## src/rtl/serial_logic_unit.sv

```systemverilog
// Multi-cycle bitwise logic unit (AND/OR/XOR/NOR), SLICE bits per clock behind valid/ready.
// Optional: define SLU_ZERO_FLAG_EN to register a result==0 flag on entry to DONE.
module serial_logic_unit #(
    parameter int WIDTH = 32,
    parameter int SLICE = 8
) (
    input  logic             clk,
    input  logic             reset_n,
    input  logic             in_valid,
    output logic             in_ready,
    input  logic [1:0]       op,
    input  logic [WIDTH-1:0] first,
    input  logic [WIDTH-1:0] second,
    output logic [WIDTH-1:0] result,
    output logic             out_valid,
    input  logic             out_ready,
    output logic             busy,
    output logic             zero
);

    localparam int NSLICES = WIDTH / SLICE;
    localparam int CW      = (NSLICES > 1) ? $clog2(NSLICES) : 1;

    typedef enum logic [1:0] {
        IDLE = 2'd0,
        BUSY = 2'd1,
        DONE = 2'd2
    } state_t;

    state_t            state_reg, state_next;
    logic [CW-1:0]     cnt_reg, cnt_next;
    logic [WIDTH-1:0]  a_reg, b_reg;
    logic [1:0]        op_reg;
    logic [WIDTH-1:0]  result_reg, result_next;
    logic              accept;
    logic              last_slice;

    function automatic logic [SLICE-1:0] logic_op(input logic [1:0] o,
                                                  input logic [SLICE-1:0] x,
                                                  input logic [SLICE-1:0] y);
        case (o)
            2'b00:   logic_op = x & y;
            2'b01:   logic_op = x | y;
            2'b10:   logic_op = x ^ y;
            default: logic_op = ~(x | y);
        endcase
    endfunction

    assign accept     = (state_reg == IDLE) && in_valid;
    assign last_slice = (cnt_reg == CW'(NSLICES - 1));

    always_comb begin
        state_next = state_reg;
        cnt_next   = cnt_reg;
        case (state_reg)
            IDLE: begin
                if (in_valid) begin
                    state_next = BUSY;
                    cnt_next   = '0;
                end
            end
            BUSY: begin
                if (last_slice) begin
                    state_next = DONE;
                    cnt_next   = '0;
                end else begin
                    cnt_next = cnt_reg + CW'(1);
                end
            end
            DONE: begin
                if (out_ready) begin
                    state_next = IDLE;
                end
            end
            default: begin
                state_next = IDLE;
                cnt_next   = '0;
            end
        endcase
    end

    // Each slice lane is written only on its own counter value; accept clears the whole word.
    generate
        for (genvar gi = 0; gi < NSLICES; gi++) begin : g_slice
            logic [SLICE-1:0] slice_val;
            logic             slice_wr;
            assign slice_val = logic_op(op_reg, a_reg[gi*SLICE +: SLICE], b_reg[gi*SLICE +: SLICE]);
            assign slice_wr  = (state_reg == BUSY) && (cnt_reg == CW'(gi));
            assign result_next[gi*SLICE +: SLICE] = accept   ? {SLICE{1'b0}} :
                                                    slice_wr ? slice_val :
                                                               result_reg[gi*SLICE +: SLICE];
        end
    endgenerate

    always_ff @(posedge clk or negedge reset_n) begin
        if (!reset_n) begin
            state_reg  <= IDLE;
            cnt_reg    <= '0;
            a_reg      <= '0;
            b_reg      <= '0;
            op_reg     <= '0;
            result_reg <= '0;
        end else begin
            state_reg  <= state_next;
            cnt_reg    <= cnt_next;
            result_reg <= result_next;
            if (accept) begin
                a_reg  <= first;
                b_reg  <= second;
                op_reg <= op;
            end
        end
    end

`ifdef SLU_ZERO_FLAG_EN
    logic zero_reg;

    always_ff @(posedge clk or negedge reset_n) begin
        if (!reset_n) begin
            zero_reg <= 1'b0;
        end else if (accept) begin
            zero_reg <= 1'b0;
        end else if ((state_reg == BUSY) && last_slice) begin
            zero_reg <= (result_next == '0);
        end
    end

    assign zero = zero_reg;
`else
    assign zero = 1'b0;
`endif

    assign result    = result_reg;
    assign in_ready  = (state_reg == IDLE);
    assign busy      = (state_reg == BUSY);
    assign out_valid = (state_reg == DONE);

endmodule

```

## config.mk

```make
export PLATFORM = sky130hd
export DESIGN_NAME = serial_logic_unit
export DESIGN_NICKNAME = d
export VERILOG_FILES = /design/src/rtl/serial_logic_unit.sv
export SDC_FILE = /design/constraint.sdc
export NUM_CORES = 1
export LEC_CHECK = 0
export ABC_AREA = 1
export BUFFER_PORTS_ARGS = -buffer_cell sky130_fd_sc_hd__buf_2
export CORE_UTILIZATION = 55
export DETAILED_ROUTE_END_ITERATION = 7
export PLACE_DENSITY = 0.81
export SLEW_MARGIN = 10
export SYNTH_ARGS = -nofsm -noshare
export SYNTH_HDL_FRONTEND = slang
export SYNTH_SLANG_ARGS = --single-unit
```

## constraint.sdc

```tcl
create_clock -name clk -period 3.3 [get_ports clk]
set_input_delay 0.165 -clock clk [delete_from_list [all_inputs] [get_ports clk]]
set_output_delay 0.165 -clock clk [all_outputs]
set_load 0.03 [all_outputs]
```

== After elaboration in Yosys (flattened, before gate mapping) ==
Cells that the tools add are included.

* Flip-flop bits (word level): 102
* Bits in latches: 0
* Bits in writable memories: 0
* Memory bits (read-only): 0
* Input bits: 70
* Output and inout bits: 36
* Word-level logic and storage cells: 70
* Memories kept: 0

* Add/subtract/negate cells: 1
* Multiply operators: 0
* Divide/modulo/power cells: 0
* $lt $le $gt $ge: 0
* Equality and inequality tests: 10
* Shift operators: 0
* Multiplexer cells: 19
* Bitwise operators: 17
* Reductions and logical operators: 14

{| class="wikitable"
|+ Operator list
! cell !! count
|-
| 8-bit one-hot mux with 3 select lines || 4
|-
| 8-bit two-way mux || 8
|-
| 8-bit bitwise AND || 4
|-
| 8-bit inverter || 4
|-
| 8-bit bitwise OR || 4
|-
| 8-bit XOR || 4
|-
| 2-bit one-hot mux with 3 select lines || 2
|-
| 2-bit two-way mux || 5
|-
| 2-bit equality test, second input constant || 4
|-
| 2-bit nonzero test || 4
|-
| 2-bit by 1-bit equality test with 1-bit output, second input constant || 3
|-
| 2-bit logical NOT || 3
|-
| 1-bit logical AND || 5
|-
| 2-bit by 1-bit != test with 1-bit output, second input constant || 2
|-
| 3-bit AND reduction || 1
|-
| 2-bit by 1-bit adder with 2-bit output, second input constant || 1
|-
| 2-bit != test, second input constant || 1
|-
| 2-bit AND reduction || 1
|-
| 1-bit inverter || 1
|}

== Depth between registers and ports, before layout ==
Gate-level depths: netlist of run 1.

* Depth after elaboration: 5
* Mapped depth: 8
* Mapped depth without buffers: 7

== Worst setup path before layout of run 1 ==
No wires, ideal clock.

* Path type: reg2reg
* Start point: reg state_reg[1]
* End point: reg cnt_reg[0]
* Setup time: 0.083 ns
* Data arrival time: 1.227 ns
* Required time: 3.217 ns
* Slack: 1.990 ns
* Stages on the path, launching flop included: 5
* Buffers on the path: 0
* Clock period less this slack: 1.310 ns
* Path through: dfrtp_1 -> inv_2 -> nor2_1 -> a21oi_1 -> o21ai_0

* Cells in the longest elaborated chain, start to end: 3
* Elaborated cells on any way between the ends: 7
* Those cells by class: 3 x eq/ne; 1 x mux; 1 x bitwise; 2 x reduce/logical

{| class="wikitable"
|+ RTL lines
! element !! line !! text
|-
| start: declaration || 30 || <nowiki>state_t state_reg, state_next;</nowiki>
|-
| start signal: assignment || 104 || <nowiki>state_reg <= state_next;</nowiki>
|-
| 2-bit equality test * || - ||
|-
| net out_valid || 15 || <nowiki>output logic out_valid,</nowiki>
|-
| parallel branches: the longest is 2 deep, another holds 2-bit one-hot mux with 3 select lines || - ||
|-
| end signal: assignment || 105 || <nowiki>cnt_reg <= cnt_next;</nowiki>
|-
| end: declaration || 31 || <nowiki>logic [CW-1:0] cnt_reg, cnt_next;</nowiki>
|}

Mark *: on every way through the listed nets, which the timed path passes.
A chain may end at the register's enable or synchronous reset.

== Final worst setup path of run 1 ==
* Start point: reg state_reg[0]
* End point: reg result_reg[17] (netlist: result[17])

* Cells in the longest elaborated chain, start to end: 3
* Elaborated cells on any way between the ends: 6
* Those cells by class: 1 x eq/ne; 1 x mux; 4 x reduce/logical

{| class="wikitable"
|+ RTL lines
! element !! line !! text
|-
| 2-bit by 1-bit equality test with 1-bit output or 2-bit logical NOT (tied branches) || 88, 49 ||
|-
| 1-bit logical AND, on equally long branches || 88, 49 ||
|-
| 2-bit nonzero test (no line) or 8-bit two-way mux (tied branches) || - ||
|-
| end signal: assignment || 106 || <nowiki>result_reg <= result_next;</nowiki>
|-
| end: declaration || 34 || <nowiki>logic [WIDTH-1:0] result_reg, result_next;</nowiki>
|}

Parallel ways exist; a longest one is shown, timed or not.

==> impl_metrics.csv, run 1 <==
group,metric,value,unit
status,run_status,"finished, final reports clean",
sta,fin_ws,1.295,ns
floorplanning,start_util,0.5686,
placement,place.detailed.hpwl,8886,um
routing,average_detailed_routed_wire_length_per_instance,13.55,um
grt,antenna_found_initial,0,
grt,pin_count_of_the_biggest_net_entering_global_routing,137,
routing,detailedRoute.firstIterationViolations,215,
finish,area_taken_by_multi_input_logic_gates,3014,um^2
clocking,clk-insertion-delay-late,0.37,ns
routing,final_antenna_net_count,0,
clocking,h-tree-depth,3,
sta,timing.final.crit_period,2.005,ns
pwr,power_frac_comb,0.508,
pwr,power-per-cell-area,965.8,nW/um^2
yosys,synth.ff_latch_count,102,
finish,finalInstanceArea,6998,um^2
yosys,synthesis.nets,893,
pwr,static-leakage-power,3.855,nW
min_path,worstHoldPathType,"in -> reg",
sta,maxSlewHeadroom,0.3305,
flow_run,drv_cap,0,
grt,aggregate_global_routing_overflow,0,
finish,antenna-diode-count,0,
min_path,min_delay_worst_endpoint,"b_reg[29]$_DFFE_PN0P_",
clocking,postCtsSetupRepairBufs,0,
critical_path,worst-r2r-cell-count,6,
sta,worst_hold_slack,0.01854,ns
floorplanning,width_of_the_die,108.1,um
critical_path,timing_worst_setup_path_type,"reg -> reg",
critical_path,crit_path_max_fanout,136,
floorplanning,die_area,11680,um^2
sta,timing_hold_violations_final,0,
sta,rsz0062_at_grt,"false",
placement,io_buffers,104,
placement,gpl.final_weighted_congestion,0.7688,
finish,ff_latch_area,2554,um^2
finish,nNetsFinal,979,
floorplanning,row_count,38,
routing,dr_total_vias,5005,
pwr,power_frac_clock,0.162,
pwr,sw_frac_of_total,0.4606,
critical_path,reg2reg_setup_slack,1.29,ns
critical_path,rr_endpoint,"result[17]$_DFFE_PN0P_",
min_path,timing.hold.worst_path_depth,3,
finish,layout.cells.most_common_list,"sky130_fd_sc_hd__nand2_1, sky130_fd_sc_hd__nor2_1, sky130_fd_sc_hd__buf_2",
yosys,ys_warn_count,0,
clocking,cts.sink_count,102,
critical_path,crit_path_start_kind,"flop",
pwr,vdd_ir_drop_max,0.0009629,V
yosys,synth_cells,755,
critical_path,critical_path_required,3.62,ns
pwr,internal-power,3.646,mW
grt,vias_in_the_first_global_route,4810,
sta,tightestPinTransition,1.004,ns
yosys,synth_area,6191,um^2
routing,drt_first_pass_iters,5,
pwr,total_switching_power,3.113,mW
clocking,cts_buffers,9,
placement,pre_cts_ws,1.327,ns
floorplanning,die-height,108.1,um
critical_path,worst_ep_arrival_time,2.32,ns
min_path,worst_hold_startpoint,"second[29]",
pwr,power.share.sequential,0.330,
grt,grt_usage,0.2423,
finish,growth_of_design_area_from_synthesis_to_finish,13.04,%
routing,wirelength_routed,13360,um
pwr,post-layout-total-power,6.759,mW
critical_path,crit_path_end_kind,"flop",
clocking,clock_transition_at_the_register_clock_pins_on_the_worst_setup_and_hold_paths_after_cts,0.10,ns
finish,mostFrequentLayoutCell,"sky130_fd_sc_hd__nand2_1",
sta,report.final.slew_viol_count,0,
yosys,number_of_different_library_cells_in_the_post_synthesis_netlist,22,
clocking,tritoncts,"built",
critical_path,timing.rr.start,"state_reg[0]$_DFFE_PN0P_",
sta,timing.final.crit_share,0.6077,
sta,setup_viol_count_final,0,
floorplanning,num_io_pins,106,
routing,drcViolationCount,0,
sta,fmax,0.4986,GHz
clocking,ctsRootBufferMaster,"sky130_fd_sc_hd__clkbuf_8",
grt,grt_first_pass_wirelength,22080,um
sta,worst_clock_skew,0.008590,ns
routing,post_drt_via_cell_ratio,5.076,
clocking,clockBufferDepth,2,
finish,drive_gt1_frac,0.2317,
finish,layout.filler_cells,917,
clocking,cts-resized-gates,0,
yosys,synth.avg_cell_area,8.200,um^2
placement,post_dp_cell_area,6694,um^2
sta,setup_total_negative_slack,0,ns
floorplanning,core_outline_area,10890,um^2
yosys,synth_sequential_area_ratio,0.4123,
==> synth_stat cells <==
| cell type | number | share of area |
|---|---|---|
| sky130_fd_sc_hd__ha_1 | 68 | 0.14 |
| sky130_fd_sc_hd__o21ai_1 | 3 | 0.0024 |
| sky130_fd_sc_hd__nor2_8 | 1 | 0.0032 |
| sky130_fd_sc_hd__conb_1 | 1 | 0.00061 |
| sky130_fd_sc_hd__a21oi_1 | 8 | 0.0065 |
| sky130_fd_sc_hd__nor2_1 | 131 | 0.079 |
| sky130_fd_sc_hd__nand2_4 | 1 | 0.0018 |
| sky130_fd_sc_hd__nor2_2 | 1 | 0.0010 |
| sky130_fd_sc_hd__buf_6 | 11 | 0.020 |
| sky130_fd_sc_hd__inv_2 | 5 | 0.0030 |
| sky130_fd_sc_hd__inv_1 | 101 | 0.061 |
| sky130_fd_sc_hd__o31ai_1 | 1 | 0.0012 |
| sky130_fd_sc_hd__nand3_2 | 4 | 0.0065 |
| sky130_fd_sc_hd__nand2_2 | 1 | 0.0010 |
| sky130_fd_sc_hd__dfrtp_1 | 102 | 0.41 |
| sky130_fd_sc_hd__clkbuf_1 | 5 | 0.0030 |
| sky130_fd_sc_hd__buf_2 | 18 | 0.015 |
| sky130_fd_sc_hd__o21ai_0 | 32 | 0.026 |
| sky130_fd_sc_hd__nand3_1 | 65 | 0.053 |
| sky130_fd_sc_hd__nand2_1 | 137 | 0.083 |
| sky130_fd_sc_hd__buf_4 | 1 | 0.0012 |
| sky130_fd_sc_hd__a21oi_2 | 58 | 0.082 |
==> worst max-delay path by stage <==
stage	startpoint	endpoint	slack, ns	cells after the start
after floorplan	state_reg[1]$_DFFE_PN0P_	cnt_reg[0]$_DFFE_PN0P_	1.99	4
after global placement	state_reg[0]$_DFFE_PN0P_	result[16]$_DFFE_PN0P_	1.39	6
after detailed placement	state_reg[0]$_DFFE_PN0P_	result[17]$_DFFE_PN0P_	1.33	6
after CTS	state_reg[0]$_DFFE_PN0P_	result[17]$_DFFE_PN0P_	1.31	6
after global routing	state_reg[0]$_DFFE_PN0P_	result[8]$_DFFE_PN0P_	1.06	6
final	state_reg[0]$_DFFE_PN0P_	result[17]$_DFFE_PN0P_	1.29	6
==> power by group through the flow <==
stage	Clock (mW)	Combinational (mW)	Sequential [mW]
4_1_cts	1.11	3.45	2.23
6_report	1.09	3.43	2.23
3_3_place_gp	0	3.29	2.22
2_1_floorplan	0	2.54	2.36
3_5_place_dp	0	3.42	2.24
5_1_grt	1.15	3.94	2.30
==> metal layers <==
layer,global-route usage,share of wire,vias up
li1,-,-,2521
met1,0.3091,0.45,2323
met2,0.4222,0.48,145
met3,0.04039,0.054,16
met4,0.06947,0.014,0
met5,0,0,-
==> worst max-delay path, stage by stage (launching register included) <==
cell and delay, ns:
sky130_fd_sc_hd__dfrtp_1 0.61, sky130_fd_sc_hd__nor2_8 0.07, sky130_fd_sc_hd__nand2_8 0.69, sky130_fd_sc_hd__nand2_1 0.10, sky130_fd_sc_hd__inv_1 0.23, sky130_fd_sc_hd__nand2_1 0.10, sky130_fd_sc_hd__nand2_1 0.07
==> metrics by stage <==
step	cells	util
4_1_cts	986	0.6427
5_1_grt	986	0.6427
2_1_floorplan	755	-
6_report	986	0.6427
3_3_place_gp	968	0.6148
3_5_place_dp	968	0.6148
==> final cells by class <==
class                   count  area share
well taps                 140     0.02503
repair buffers            110     0.08189
inverters                 106     0.05686
multi-input cells         512      0.4307
flip-flops and latches    102      0.3649
clock buffers               9     0.01770
clock inverters             7     0.02289
==> kinds of logic after synthesis <==
family          synth area share
fa+ha+maj                 0.1374
other cells            0.0006057
buf+inv                   0.1031
compound gates            0.1180
flops                     0.4123
simple gates              0.2286
==> what timing repair did <==
item / 4_1_cts / 5_1_grt
hold buffers: 2 / 0
endpoints found under the hold margin: 54 / 0
endpoints found under the setup margin: 0 / 0
(Power assumes the default switching activity.)
==> run 2: changes to the inputs <==
Settings changed: CORE_UTILIZATION 55 to 51, PLACE_DENSITY 0.81 to 0.79.
Clock period 3.3 ns to 1.62 ns, I/O delays scaled along.
==> impl_metrics.csv, run 2 (synthesized netlist as in run 1, its figures left out) <==
group,metric,value,unit
status,run_status,"complete, but fails checks",
status,failed_checks,"design-rule violations",
finish,drive_gt1_frac,0.2292,
critical_path,worst_ep_arrival_time,1.44,ns
sta,rsz0062_at_grt,"false",
grt,grt_usage,0.2388,
clocking,cts-resized-gates,0,
placement,io_buffers,104,
sta,setup_viol_count_final,0,
critical_path,timing_worst_setup_path_type,"reg -> out",
critical_path,crit_path_max_fanout,7,
sta,report.final.slew_viol_count,0,
routing,dr_total_vias,5286,
finish,antenna-diode-count,0,
clocking,cts.sink_count,102,
clocking,ctsRootBufferMaster,"sky130_fd_sc_hd__clkbuf_16",
clocking,cts_buffers,9,
sta,fmax,0.6567,GHz
critical_path,critical_path_required,1.54,ns
critical_path,crit_path_end_kind,"primary output",
clocking,clk-insertion-delay-late,0.35,ns
min_path,worstHoldPathType,"in -> reg",
critical_path,slowest_stage_cell_crit_path,"sky130_fd_sc_hd__dfrtp_1",
floorplanning,start_util,0.5331,
routing,drcViolationCount,10,
grt,grt_first_pass_wirelength,23860,um
clocking,h-tree-depth,3,
floorplanning,die-height,112.2,um
pwr,vdd_ir_drop_max,0.0009624,V
critical_path,cp_top_family,"buffers and inverters",
critical_path,worstSetupPathDepth,4,
finish,layout.filler_cells,928,
finish,mostFrequentLayoutCell,"sky130_fd_sc_hd__nand2_1",
sta,worst_hold_slack,0.02179,ns
routing,post_drt_via_cell_ratio,4.949,
routing,final_antenna_net_count,0,
placement,gpl.final_weighted_congestion,0.7699,
finish,area_taken_by_multi_input_logic_gates,3014,um^2
routing,average_detailed_routed_wire_length_per_instance,13.38,um
clocking,tritoncts,"built",
floorplanning,row_count,39,
floorplanning,num_io_pins,106,
sta,setup_total_negative_slack,0,ns
clocking,clock_transition_at_the_register_clock_pins_on_the_worst_setup_and_hold_paths_after_cts,0.07,ns
finish,layout.cells.most_common_list,"sky130_fd_sc_hd__nand2_1, sky130_fd_sc_hd__nor2_1, sky130_fd_sc_hd__buf_2",
critical_path,worst-r2r-cell-count,5,
grt,antenna_found_initial,0,
grt,aggregate_global_routing_overflow,0,
grt,pin_count_of_the_biggest_net_entering_global_routing,41,
finish,ff_latch_area,2554,um^2
min_path,timing.hold.worst_path_depth,3,
sta,worst_clock_skew,0.009040,ns
pwr,static-leakage-power,4.215,nW
sta,timing_hold_violations_final,0,
routing,wirelength_routed,14290,um
critical_path,crit_path_start_kind,"flop",
routing,detailedRoute.firstIterationViolations,251,
flow_run,drv_cap,0,
placement,place.detailed.hpwl,9570,um
grt,vias_in_the_first_global_route,5148,
critical_path,cp_cell_sequence,"buf_4 > nand2_1 > inv_1 > buf_2",
finish,nNetsFinal,1058,
floorplanning,die_area,12580,um^2
finish,growth_of_design_area_from_synthesis_to_finish,26.52,%
pwr,power-per-cell-area,1805,nW/um^2
sta,timing.final.crit_period,1.523,ns
routing,drt_first_pass_iters,7,
sta,timing.final.crit_share,0.9400,
clocking,clockBufferDepth,2,
critical_path,critPathMaxStageDelay,0.46,ns
pwr,post-layout-total-power,14.14,mW
floorplanning,width_of_the_die,112.2,um
critical_path,worst-path-buf-inv,3,
floorplanning,core_outline_area,11610,um^2
run 2: cell type report:
class,instances,area share
Clock buffer,10,0.02923
Inverter,106,0.05080
Tap cell,143,0.02284
Clock inverter,6,0.007987
Timing Repair Buffer,189,0.1783
Multi-Input combinational cell,512,0.3848
Sequential cell,102,0.3260
run 2: path summary, 6_finish.rpt:
| kind | startpoint | endpoint | slack [ns] |
|---|---|---|---|
| setup / recovery | state_reg[0]$_DFFE_PN0P_ | busy | 0.1 |
| hold / removal | second[8] | b_reg[8]$_DFFE_PN0P_ | 0.02 |
| setup reg to reg | state_reg[1]$_DFFE_PN0P_ | b_reg[31]$_DFFE_PN0P_ | 0.16 |
| hold reg to reg | result[3]$_DFFE_PN0P_ | result[3]$_DFFE_PN0P_ | 0.47 |
| max in group asynchronous | reset_n | a_reg[5]$_DFFE_PN0P_ | 0.84 |
| min in group asynchronous | reset_n | b_reg[25]$_DFFE_PN0P_ | 0.23 |
run 2: worst register-to-register path, delay by kind of cell (launching register included):
kind                   cells  cell delay (ns)
buffers and inverters      1             0.28
DFF                        1             0.45
and+or+nand+nor            3             0.57
AOI/OAI and AO/OA          1             0.05
run 2: timing repair:
item,in CTS,in global routing
hold endpoints to repair,95,0
hold buffers,64,0
buffers inserted,0,0
run 2: where the power goes:
group | switching, mW | internal (mW) | leakage [nW] | total (mW)
logic | 4.80 | 2.78 | 2.89 | 7.58
clock network | 0.953 | 1.19 | 0.134 | 2.15
registers | 0.729 | 3.68 | 1.19 | 4.41
total | 6.48 | 7.65 | 4.22 | 14.1
run 2: stage by stage:
| stage | worst slack, ns | instances | area, um^2 | util |
|---|---|---|---|---|
| 2_1_floorplan | 0.3102 | 755 | 6191 | - |
| 3_3_place_gp | 0.2190 | 988 | 6900 | 0.5942 |
| 3_5_place_dp | 0.1897 | 988 | 6900 | 0.5942 |
| 4_1_cts | 0.08709 | 1068 | 7833 | 0.6744 |
| 5_1_grt | 0.03725 | 1068 | 7833 | 0.6744 |
| 6_report | 0.09718 | 1068 | 7833 | 0.6744 |
run 2: layer usage:
metal	vias to the layer above	share of wire	wire length (um)	GRT usage
met5	-	0	0	0
met1	2440	0.45	6384	0.2995
li1	2684	-	-	-
met2	141	0.49	6982	0.4087
met4	0	0.015	220	0.07644
met3	21	0.049	704	0.05562
